## config.mk

```make
export PLATFORM = sky130hd
export DESIGN_NAME = usb_data_buffer
export DESIGN_NICKNAME = d
export VERILOG_FILES = /design/src/rtl/usb_data_buffer.sv
export SDC_FILE = /design/constraint.sdc
export NUM_CORES = 1
export LEC_CHECK = 0
export BUFFER_PORTS_ARGS = -buffer_cell sky130_fd_sc_hd__buf_4
export CORE_MARGIN = 5
export CORE_UTILIZATION = 56
export DETAILED_ROUTE_END_ITERATION = 10
export GPL_TIMING_DRIVEN = 0
export PLACE_DENSITY = 0.76
export RECOVER_POWER = 50
export SLEW_MARGIN = 20
export SYNTH_ARGS = -nofsm -noshare
export SYNTH_HDL_FRONTEND = slang
export SYNTH_SLANG_ARGS = --single-unit
```

## constraint.sdc

```tcl
create_clock -name clk -period 2.95 [get_ports clk]
set_input_delay 0 -clock clk [delete_from_list [all_inputs] [get_ports clk]]
set_output_delay 0 -clock clk [all_outputs]
set_load 0.01 [all_outputs]
```

## src/rtl/usb_data_buffer.sv

```systemverilog
// usb_data_buffer
//   Shared 64-byte FIFO between the USB RX/TX datapaths and the host side.
//   Writers: RX datapath (store_rx_packet_data/rx_packet_data) and host TX
//   load (store_tx_data/tx_data); RX wins when both strobe together.
//   Readers: host (get_rx_data) and TX datapath (get_tx_packet_data); both
//   strobes together count as a single read.  Read data appears one cycle
//   after an accepted read and is held until the next accepted read.
// Ports
//   clk, n_rst            clock, asynchronous active-low reset
//   store_rx_packet_data  RX write strobe,  rx_packet_data  RX write byte
//   store_tx_data         host write strobe, tx_data        host write byte
//   get_rx_data           host read strobe
//   get_tx_packet_data    TX read strobe
//   flush, clear          synchronous empty requests (highest priority)
//   rx_data/tx_packet_data read data register (same register, two views)
//   buffer_occupancy      bytes stored, 0..DEPTH
//   buffer_full/empty     combinational occupancy flags
//   overflow/underflow    registered one-cycle error pulses
module usb_data_buffer #(
  parameter int unsigned DEPTH  = 64,
  parameter int unsigned ADDR_W = 6,
  parameter int unsigned OCC_W  = 7
) (
  input  logic             clk,
  input  logic             n_rst,
  input  logic             store_rx_packet_data,
  input  logic [7:0]       rx_packet_data,
  input  logic             store_tx_data,
  input  logic [7:0]       tx_data,
  input  logic             get_rx_data,
  input  logic             get_tx_packet_data,
  input  logic             flush,
  input  logic             clear,
  output logic [7:0]       rx_data,
  output logic [7:0]       tx_packet_data,
  output logic [OCC_W-1:0] buffer_occupancy,
  output logic             buffer_full,
  output logic             buffer_empty,
  output logic             overflow,
  output logic             underflow
);

  logic [7:0]        mem_q [DEPTH];
  logic [ADDR_W-1:0] wr_ptr_q, wr_ptr_d;
  logic [ADDR_W-1:0] rd_ptr_q, rd_ptr_d;
  logic [OCC_W-1:0]  occ_q, occ_d;
  logic [7:0]        data_q, data_d;
  logic              ovf_q, ovf_d;
  logic              unf_q, unf_d;

  logic              wr_req, rd_req, empty_req;
  logic              is_full, is_empty;
  logic              wr_acc, rd_acc;
  logic [7:0]        wr_byte;

  assign wr_req    = store_rx_packet_data | store_tx_data;
  assign rd_req    = get_rx_data | get_tx_packet_data;
  assign empty_req = flush | clear;
  assign wr_byte   = store_rx_packet_data ? rx_packet_data : tx_data;

  assign is_full  = (occ_q == OCC_W'(DEPTH));
  assign is_empty = (occ_q == '0);

  // A write at full is only accepted when a read frees the slot in the same
  // cycle; wr_ptr == rd_ptr then, and the read still sees the old byte.
  assign rd_acc = rd_req & ~is_empty & ~empty_req;
  assign wr_acc = wr_req & (~is_full | rd_acc) & ~empty_req;

  always_comb begin
    wr_ptr_d = wr_ptr_q;
    rd_ptr_d = rd_ptr_q;
    occ_d    = occ_q;
    data_d   = data_q;
    ovf_d    = 1'b0;
    unf_d    = 1'b0;
    if (empty_req) begin
      wr_ptr_d = '0;
      rd_ptr_d = '0;
      occ_d    = '0;
    end else begin
      if (wr_acc) wr_ptr_d = wr_ptr_q + 1'b1;
      if (rd_acc) begin
        rd_ptr_d = rd_ptr_q + 1'b1;
        data_d   = mem_q[rd_ptr_q];
      end
      case ({wr_acc, rd_acc})
        2'b10:   occ_d = occ_q + 1'b1;
        2'b01:   occ_d = occ_q - 1'b1;
        default: occ_d = occ_q;
      endcase
      // Dual-strobe collision drops the TX byte even when the RX byte lands.
      ovf_d = (store_rx_packet_data & store_tx_data) | (wr_req & ~wr_acc);
      unf_d = rd_req & is_empty;
    end
  end

  always_ff @(posedge clk or negedge n_rst) begin
    if (!n_rst) begin
      wr_ptr_q <= '0;
      rd_ptr_q <= '0;
      occ_q    <= '0;
      data_q   <= '0;
      ovf_q    <= 1'b0;
      unf_q    <= 1'b0;
    end else begin
      wr_ptr_q <= wr_ptr_d;
      rd_ptr_q <= rd_ptr_d;
      occ_q    <= occ_d;
      data_q   <= data_d;
      ovf_q    <= ovf_d;
      unf_q    <= unf_d;
    end
  end

  // Storage array carries no reset.
  always_ff @(posedge clk) begin
    if (wr_acc) mem_q[wr_ptr_q] <= wr_byte;
  end

  assign rx_data          = data_q;
  assign tx_packet_data   = data_q;
  assign buffer_occupancy = occ_q;
  assign buffer_full      = is_full;
  assign buffer_empty     = is_empty;
  assign overflow         = ovf_q;
  assign underflow        = unf_q;

endmodule
```

==> run summary <==
Area of the die: 42700 um^2
Syn_area_per_cell: 19.0 um^2
Rel. slew slack: -8.67%
Sequential power share: 52.3%
Routed wire length: 49100 um
Initial Util: 56.3%
Detailed-route via count: 11500
Area grow syn2layout: 14.2%
Non-Filler Cell Area, Final: 24700 um^2
#FFs+latches synth: 541
GRT Resource Usage Total: 23.0%
Failing checks: capacitance limit, slew limit, setup timing
Placed inst area: 22700 um^2
Sequential share of the synthesized area: 74.3%
Final WS setup: -0.0689 ns
WP data required: 3.15 ns
Clk pwr share: 41.2%
Power share of the combinational group: 6.5%
CP most frequent cell: nor2_1
Crit-path max cell delay: 0.91 ns
WL/cell: 26.9 um
Crit-path cells: nor4_4, nand3_2, o22ai_4, nor2_1, nand4b_1, nor2_1
Fillcell total: 2554
Final hold vios: 0
Post-synthesis async set-or-reset flop share: 5.36%
CTS buffer count: 50
Clk root buf: clkbuf_16
Yosys Warn Count: 0
Worst VDD drop: 0.403 mV
Clock-pin slew on the worst setup and hold paths: 0.06 ns
Internal: 13.0 mW
H-tree depth reported by CTS: 2
Min-delay worst type: primary input to flip-flop
Power per cell area: 665 nW/um^2
Iter 0 DRT Violations: 1205
Final nets: 1294
Sw Share: 21.0%
Clock buffer depth: 3
Total core area: 38500 um^2
Post-route ant nets: 0
Setup violators final: 56
CTS tree: yes
Total power: 16.5 mW
Static Leak: 7.71 nW
Worst skew pair latency: 0.58 ns
Peak fanout along the critical path: 8
Vias/cell: 6.30
Vias in the first global route: 11600
Slew @ Worst Pin: 1.63 ns
IO buf count: 50
Net Sw Power: 3.45 mW
Number of synthesized flops with an enable pin: 512
ANT cells: 0
Unrepaired setup endpoints after global routing: yes
Place WS: -0.583 ns
Syn nets: 1173
Worst Setup Start Kind: flip-flop
Minimum clock period: 3.02 ns
Global placement routability congestion: 0.906
Maximum clock rate: 331 MHz
Critical path class: flip-flop to flip-flop
Worst clock skew: 0.0190 ns
Post-Syn Area: 21700 um^2
Core Util, Final: 64.3%
First-pass GRT wire length: 72500 um
GRT overflow: 0
Buffers plus inverters on the worst setup path: 0
Layout cells sized above 1: 25.7%
Synth unique cells: 55
Initial DRT Pass Iterations: 5
Maxcap violations: 1
Site row count: 72
Initial antenna violation count: 0
Worst EP arrival: 3.22 ns
Die Ht: 207 um
Period utilization: 102%
Die X: 207 um
# IOs: 51
Dominant synthesized flop cell: edfxtp_1
Critical path's top delay family: simple AND/OR/NAND/NOR gates
DRC: 0
Status: finished with violations
Hpwl dp: 29500 um
Largest net degree at the start of global routing: 65
Crit path max-delay cell type: nor2_1
Cell count after synthesis: 1141
Critical Path Sink Type: flip-flop
Hold_ws: 0.0569 ns
Sink Count: 541
Max Transition Viols Final: 30
## registers in the layout, indices dropped and copies added (netlist names)
signal	flops
buffer_occupancy	7
mem_q	512
overflow	1
rd_ptr_q	6
rx_data	8
underflow	1
wr_ptr_q	6
## layout by cell type (no fill, tap or decap), types with 24 or more instances in the layout
master	instances
dfrtp_1	28
clkbuf_16	51
mux4_2	104
nor2_1	59
buf_4	58
mux2i_1	60
a22oi_1	24
nor2_2	40
edfxtp_1	512
clkbuf_1	41
## layout make-up
type                            instances  area [um^2]  share of cell area (%)
Sequential cell                       541        16100                    65.1
Multi-Input combinational cell        523         5350                    21.6
Clock buffer                           65         1390                    5.61
Tap cell                              518          648                    2.62
Timing Repair Buffer                   70          494                    2.00
Buffer                                 69          385                    1.56
Clock inverter                         28          355                    1.44
Inverter                                7         26.3                   0.106
## power groups by stage
stage | logic [mW] | registers [mW] | clock network (mW)
floorplan | 0.613 | 8.77 | 0
finish | 1.07 | 8.61 | 6.79
global placement | 1.05 | 8.77 | 0
global route | 1.14 | 8.61 | 7.18
detailed placement | 1.08 | 8.78 | 0
CTS | 1.11 | 8.61 | 6.85
## cell families after synthesis
family          share of synthesized area [%]
mux                                      14.0
xor+xnor                                0.681
fa+ha+maj                               0.543
buf+inv                                  1.87
compound gates                           3.79
simple gates                             4.83
flops                                    74.3
## worst register-to-register path, cell delays in order, from the launching register on
cell and delay, ns:
dfrtp_1 0.49, nor4_4 0.08, nand3_2 0.12, o22ai_4 0.13, nor2_1 0.24, nand4b_1 0.68, nor2_1 0.91
## worst paths after layout
kind,start,endpoint,slack (ns),cells after the start
max in group asynchronous,n_rst,buffer_occupancy[1],0.85,4
worst max register to register,buffer_occupancy[0],mem_q[22][2],-0.07,6
worst min-delay path,get_tx_packet_data,buffer_occupancy[6],0.06,5
worst min register to register,buffer_occupancy[4],buffer_occupancy[4],0.62,2
worst max-delay path,buffer_occupancy[0],mem_q[22][2],-0.07,6
min in group asynchronous,n_rst,rx_data[4],1.04,4
## metal layers
metal	global-route usage [%]	share of wire [%]	vias up	wire, um
met4	7.77	3.4	0	1670
met5	0	0	-	0
li1	-	-	4859	-
met2	37.5	49	617	23900
met3	4.94	9.1	112	4470
met1	31.6	39	5884	19000
## timing repair
item | in CTS | in global routing
endpoints found under the setup margin | 148 | 329
buffers inserted | 1 | 8
hold endpoints to repair | 33 | 1
hold buffers | 10 | 1
resized for setup | 14 | 44
pin swaps | 2 | 6
## synthesized netlist by cell type (2+ instances only)
cell type	instances	area, um^2
edfxtp_1	512	15400
nor3_2	2	20.0
nand4b_1	2	17.5
nor3_1	19	95.1
and3_1	3	18.8
mux2i_1	60	601
nand2b_1	2	12.5
nand4_1	5	31.3
buf_4	22	165
nor4b_1	9	78.8
a21oi_1	21	105
nand2_1	21	78.8
nor2_1	101	379
nand3b_1	6	45.0
a211oi_1	18	135
o221ai_1	16	140
nand3_1	6	30.0
mux2_2	8	90.1
or3b_2	2	17.5
or2_0	2	12.5
a21o_1	2	15.0
buf_6	2	22.5
or3_1	2	12.5
a22oi_1	24	180
a22o_1	8	70.1
ha_1	7	87.6
buf_1	11	41.3
xor2_1	6	52.6
mux4_2	104	2340
nor2b_1	20	125
clkbuf_1	21	78.8
o21ai_0	20	100
xnor2_1	9	78.8
inv_1	7	26.3
buf_2	13	65.1
dfrtp_1	29	726
## metrics by stage
| step | setup TNS (ns) | instances |
|---|---|---|
| global route | -10.25 | 1821 |
| CTS | -14.34 | 1812 |
| detailed placement | -14.62 | 1709 |
| global placement | -10.85 | 1709 |
| finish | -1.69 | 1821 |
| floorplan | 0 | 1141 |
(Power assumes the default switching activity.)
